===== src/rtl/div_seq.sv =====
// Sequential radix-2 restoring divider for divw/divwu: one quotient bit per cycle.
// Condition field layout: crf[3]=lt, crf[2]=gt, crf[1]=eq, crf[0]=ov.
module div_seq #(
    parameter int unsigned DWIDTH = 32
) (
    input  logic              clk,
    input  logic              reset,
    input  logic              start,
    input  logic              uns,
    input  logic [DWIDTH-1:0] a,
    input  logic [DWIDTH-1:0] b,
    output logic              busy,
    output logic              valid,
    output logic [DWIDTH-1:0] quot,
    output logic [DWIDTH-1:0] rem,
    output logic [3:0]        crf
);

    localparam int unsigned CW = $clog2(DWIDTH);

    typedef enum logic [2:0] {
        S_IDLE,
        S_PREP,
        S_CALC,
        S_FIX,
        S_DONE
    } state_t;

    state_t r_state;
    state_t w_next;

    logic [DWIDTH-1:0] r_a;
    logic [DWIDTH-1:0] r_b;
    logic              r_uns;
    logic [DWIDTH-1:0] r_dvd;
    logic [DWIDTH-1:0] r_dvs;
    logic [DWIDTH-1:0] r_prem;
    logic [CW-1:0]     r_cnt;
    logic              r_qneg;
    logic              r_rneg;
    logic [DWIDTH-1:0] r_quot;
    logic [DWIDTH-1:0] r_rem;
    logic [3:0]        r_crf;

    logic              w_exc;
    logic              w_last;
    logic              w_ge;
    logic [DWIDTH:0]   w_trial;
    logic [DWIDTH-1:0] w_diff;
    logic [DWIDTH-1:0] w_abs_a;
    logic [DWIDTH-1:0] w_abs_b;
    logic [DWIDTH-1:0] w_quot_fix;
    logic [DWIDTH-1:0] w_rem_fix;
    logic [3:0]        w_crf_fix;

    // Divide-by-zero always traps; the MIN/-1 overflow only exists in signed mode.
    assign w_exc = (r_b == '0) ||
                   (!r_uns && (r_a == {1'b1, {(DWIDTH-1){1'b0}}}) && (r_b == '1));

    assign w_abs_a = (!r_uns && r_a[DWIDTH-1]) ? -r_a : r_a;
    assign w_abs_b = (!r_uns && r_b[DWIDTH-1]) ? -r_b : r_b;

    // Shifted partial remainder needs one extra bit; the compare is the
    // DWIDTH+1-bit trial subtraction, and the low bits of the difference suffice
    // because an accepted difference is always smaller than the divisor.
    assign w_trial = {r_prem, r_dvd[DWIDTH-1]};
    assign w_ge    = (w_trial >= {1'b0, r_dvs});
    assign w_diff  = w_trial[DWIDTH-1:0] - r_dvs;
    assign w_last  = (r_cnt == CW'(DWIDTH-1));

    assign w_quot_fix = r_qneg ? -r_dvd : r_dvd;
    assign w_rem_fix  = r_rneg ? -r_prem : r_prem;

    always_comb begin
        w_crf_fix = 4'b0000;
        if (w_quot_fix[DWIDTH-1]) begin
            w_crf_fix[3] = 1'b1;
        end else if (w_quot_fix == '0) begin
            w_crf_fix[1] = 1'b1;
        end else begin
            w_crf_fix[2] = 1'b1;
        end
    end

    always_ff @(posedge clk) begin
        if (reset) begin
            r_state <= S_IDLE;
        end else begin
            r_state <= w_next;
        end
    end

    always_comb begin
        w_next = r_state;
        busy   = 1'b1;
        valid  = 1'b0;
        case (r_state)
            S_IDLE: begin
                busy = 1'b0;
                if (start) begin
                    w_next = S_PREP;
                end
            end
            S_PREP: begin
                w_next = w_exc ? S_DONE : S_CALC;
            end
            S_CALC: begin
                if (w_last) begin
                    w_next = S_FIX;
                end
            end
            S_FIX: begin
                w_next = S_DONE;
            end
            S_DONE: begin
                valid  = 1'b1;
                w_next = S_IDLE;
            end
            default: begin
                w_next = S_IDLE;
            end
        endcase
    end

    always_ff @(posedge clk) begin
        if (reset) begin
            r_a    <= '0;
            r_b    <= '0;
            r_uns  <= 1'b0;
            r_dvd  <= '0;
            r_dvs  <= '0;
            r_prem <= '0;
            r_cnt  <= '0;
            r_qneg <= 1'b0;
            r_rneg <= 1'b0;
            r_quot <= '0;
            r_rem  <= '0;
            r_crf  <= '0;
        end else begin
            case (r_state)
                S_IDLE: begin
                    if (start) begin
                        r_a   <= a;
                        r_b   <= b;
                        r_uns <= uns;
                    end
                end
                S_PREP: begin
                    if (w_exc) begin
                        r_quot <= '0;
                        r_rem  <= '0;
                        r_crf  <= 4'b0011;
                    end else begin
                        r_dvd  <= w_abs_a;
                        r_dvs  <= w_abs_b;
                        r_qneg <= !r_uns && (r_a[DWIDTH-1] ^ r_b[DWIDTH-1]);
                        r_rneg <= !r_uns && r_a[DWIDTH-1];
                        r_prem <= '0;
                        r_cnt  <= '0;
                    end
                end
                S_CALC: begin
                    // Dividend register doubles as the quotient shift register.
                    r_prem <= w_ge ? w_diff : w_trial[DWIDTH-1:0];
                    r_dvd  <= {r_dvd[DWIDTH-2:0], w_ge};
                    r_cnt  <= r_cnt + CW'(1);
                end
                S_FIX: begin
                    r_quot <= w_quot_fix;
                    r_rem  <= w_rem_fix;
                    r_crf  <= w_crf_fix;
                end
                default: begin
                end
            endcase
        end
    end

    assign quot = r_quot;
    assign rem  = r_rem;
    assign crf  = r_crf;

endmodule


===== config.mk =====
export PLATFORM = sky130hd
export DESIGN_NAME = div_seq
export DESIGN_NICKNAME = d
export VERILOG_FILES = /design/src/rtl/div_seq.sv
export SDC_FILE = /design/constraint.sdc
export NUM_CORES = 1
export LEC_CHECK = 0
export ABC_AREA = 1
export CAP_MARGIN = 5
export CELL_PAD_IN_SITES_DETAIL_PLACEMENT = 1
export CELL_PAD_IN_SITES_GLOBAL_PLACEMENT = 2
export CORE_ASPECT_RATIO = 1.2
export CORE_MARGIN = 2
export CORE_UTILIZATION = 31
export DETAILED_ROUTE_END_ITERATION = 7
export HOLD_SLACK_MARGIN = 0.12
export PLACE_DENSITY_LB_ADDON = 0.1
export SLEW_MARGIN = 20
export SYNTH_ARGS = -nofsm -noshare
export SYNTH_HDL_FRONTEND = slang
export SYNTH_SLANG_ARGS = --single-unit

===== constraint.sdc =====
create_clock -name clk -period 3 [get_ports clk]
set_input_delay 0.75 -clock clk [delete_from_list [all_inputs] [get_ports clk]]
set_output_delay 0.75 -clock clk [all_outputs]
set_load 0.03 [all_outputs]

==> impl_metrics.toml, run 1 <==
[setup_path]
r2r_slack_ns = 0.32
rr_startpoint = "r_prem[21]$_SDFFE_PP0P_"
reg2regPathDepth = 12
worstSetupStartpointType = "flop"
crit_end = "busy"
cp_slowest_cell = "clkdlybuf4s50_1"
end_kind = "output pin"
cp.required_ns = 2.25
crit_path_max_fanout = 4
critPathKind = "flop to output pin"
startpoint = "r_state[2]$_SDFFE_PP0P_"
cpPeakStageDelay_ns = 0.69
reg2reg_to = "r_dvd[0]$_SDFFE_PP0P_"
worstPathArrival_ns = 2.06
path_cells = "nor2_1 -> buf_4 -> nand2_1 -> clkdlybuf4s50_1"

[synth]
synth_top_area_frac = 0.326
synth_area_per_cell_sq_um = 6.23
ys_seq_elements = 238
ys_types = 41
postSynthCellCount = 2342
synth_edf_count = 0
synth_flop_cell = "dfxtp_1"
synth-seq-area-share = 0.326
yosys-top-cells-count = "nand2_1, a21oi_1, inv_1"
synthesis.area_sq_um = 14600
yosys.area.top_type = "dfxtp_1"
synthArstFlopShare = 0
yosysWarningCount = 0
syn_nets = 2451
synth.most_common_cell = "nand2_1"
synth.area.top_cells = "dfxtp_1, nand2_1, a21oi_1, nand3_1, o21ai_0"

[route]
drt-total-wl_um = 57600
firstDrtPassIters = 4
route.detailed.drc = 0
viasPerCell = 5.11
drt-initial-drc-count = 633
antenna_left = 0
drt-wirelength-per-cell_um = 18.6
vias = 15800

[clock_tree]
clock-sinks = 238
cts_tree = "done"
cts_resized = 0
cts_buffers = 29
cts_root_buf = "clkbuf_16"
path_clk_slew_ns = 0.06
clk_latency_ns = 0.58
clockBufferDepth = 3
cts_max_level = 1
cts_setup_buffers = 0
holdBufCountCts = 0

[timing]
setup_tns_ns = 0
finalHoldViolations = 0
timing.final.ws_setup_ns = 0.194
setup_viol = 0
finalClockSkew_ns = 0.0231
maxSlewViolCount = 0
maxSlewHeadroom = 0.411
period_share = 0.935
rsz0062_at_grt = "no"
holdWs_ns = 0.461
tightest_slew_ns = 0.883
fin_crit_ns = 2.81
max_freq_ghz = 0.356

[floorplanning]
start_util = 0.312
die_width_um = 202
io_pins = 138
fp.dieArea_sq_um = 48900
die_y_um = 242
rows = 87
core_sq_um = 46800

[placement]
gp_congestion = 0.900
portBuffers = 137
dp_hpwl_um = 44600
pre_cts_ws_ns = 0.218

[global_routing]
antenna_found_initial = 0
grt_usage = 0.234
grt_pass1_wl_um = 91500
grt-ovfl-total = 0
grt_start_max_net_pins = 142
grt_pass1_vias = 17000

[final_layout]
n_antenna_cell = 0
nets = 2559
drive_above_1_share = 0.0469
synthToLayoutAreaGrowth_pct = 21.3

[outcome]
status = "complete, no violations"

[power_and_ir_drop]
ir_worst_vdd_mv = 0.456
power_density_nw_per_um2 = 897
p_leak_nw = 7.62
finalPower_w = 0.0159

[min_path]
hold_class = "flop to flop"

[job]
cap_violations = 0
-- per-stage QoR --
step	utilization	area [sq um]	cells
6_report	0.378	17700	3095
5_1_grt	0.378	17700	3095
4_1_cts	0.378	17700	3094
3_5_place_dp	0.357	16700	3041
3_3_place_gp	0.357	16700	3041
2_1_floorplan	-	14600	2342
-- critical path: cells and delay by family (launching register included) --
| family | cells | cell delay (ns) |
|---|---|---|
| simple gates | 2 | 0.21 |
| buf+inv | 2 | 0.84 |
| flops | 1 | 0.43 |
-- per-layer routing --
layer,vias to the layer above,track usage,routed length (um)
li1,7896,-,-
met1,7671,0.239,21900
met2,164,0.480,32400
met3,97,0.0199,1080
met4,0,0.0904,2280
met5,-,0,0
-- cell families after synthesis --
logic type / count (synthesis) / share of synthesized area
AO/OA/AOI/OAI: 546 / 0.194
XOR/XNOR: 49 / 0.0294
adder cells (fa/ha/maj): 41 / 0.0357
buffers and inverters: 360 / 0.0973
flip-flops: 238 / 0.326
AND/OR/NAND/NOR: 1108 / 0.318
-- layout make-up --
type / instances / area [sq um]
fillers: 6087 / 29100
multi-input cells: 1745 / 8470
flip-flops and latches: 238 / 4760
repair buffers: 180 / 1770
inverters: 256 / 965
clock buffers: 40 / 817
well taps: 623 / 779
clock inverters: 13 / 151
-- worst min-delay path by stage --
stage | startpoint | endpoint | slack, ns | cells past startpoint
after global placement | rem[6]$_SDFFE_PP0P_ | rem[6]$_SDFFE_PP0P_ | 0.45 | 2
after floorplan | r_dvs[10]$_SDFFE_PP0N_ | r_dvs[10]$_SDFFE_PP0N_ | 0.44 | 2
after detailed placement | quot[28]$_SDFFE_PP0P_ | quot[28]$_SDFFE_PP0P_ | 0.45 | 2
after CTS | quot[28]$_SDFFE_PP0P_ | quot[28]$_SDFFE_PP0P_ | 0.46 | 2
final | rem[5]$_SDFFE_PP0P_ | rem[5]$_SDFFE_PP0P_ | 0.46 | 2
after global routing | rem[6]$_SDFFE_PP0P_ | rem[6]$_SDFFE_PP0P_ | 0.49 | 2
-- layout by cell type (no fill, tap or decap), types with 2 or more instances in the layout --
cell,n
inv_2,5
nor2_4,3
o31ai_1,3
nand3_2,2
o211ai_1,6
nor3_1,19
a21oi_1,300
ha_1,40
o22ai_1,11
buf_4,38
clkinv_2,7
xor2_1,32
nor3_2,3
a21oi_2,2
or2_2,3
clkdlybuf4s50_1,136
nand2_1,591
buf_12,6
clkbuf_1,6
inv_1,250
inv_6,2
dfxtp_1,238
nand4_1,31
nor2_1,226
a21o_1,8
clkbuf_16,29
bufinv_16,3
xnor2_1,17
o21ai_0,200
nor4_1,8
o21bai_1,3
nand3_1,208
a31oi_1,5
clkbuf_8,5
nand3b_1,8
o21a_1,3
nor2_2,2
-- sequential cells by signal (all words and copies together) (netlist names) --
register,flops
r_b,32
rem,32
r_state,3
r_dvs,32
quot,32
r_rneg,1
r_a,32
crf,3
r_dvd,32
r_prem,32
r_qneg,1
r_cnt,5
r_uns,1
-- report_power, final --
| part | switching (W) | internal, W | leakage (nW) |
|---|---|---|---|
| Combinational | 0.00562 | 0.00267 | 5.19 |
| Clock | 0.00149 | 0.00216 | 0.483 |
| Sequential | 0.000418 | 0.00354 | 1.94 |
Note: power is estimated with default switching activity, not from simulation.
==> run 2: changes to the inputs <==
TNS_END_PERCENT = 20   (was default)
==> results of run 2 <==
Same layout as run 1: the final DEF is identical, and so are final timing and power.
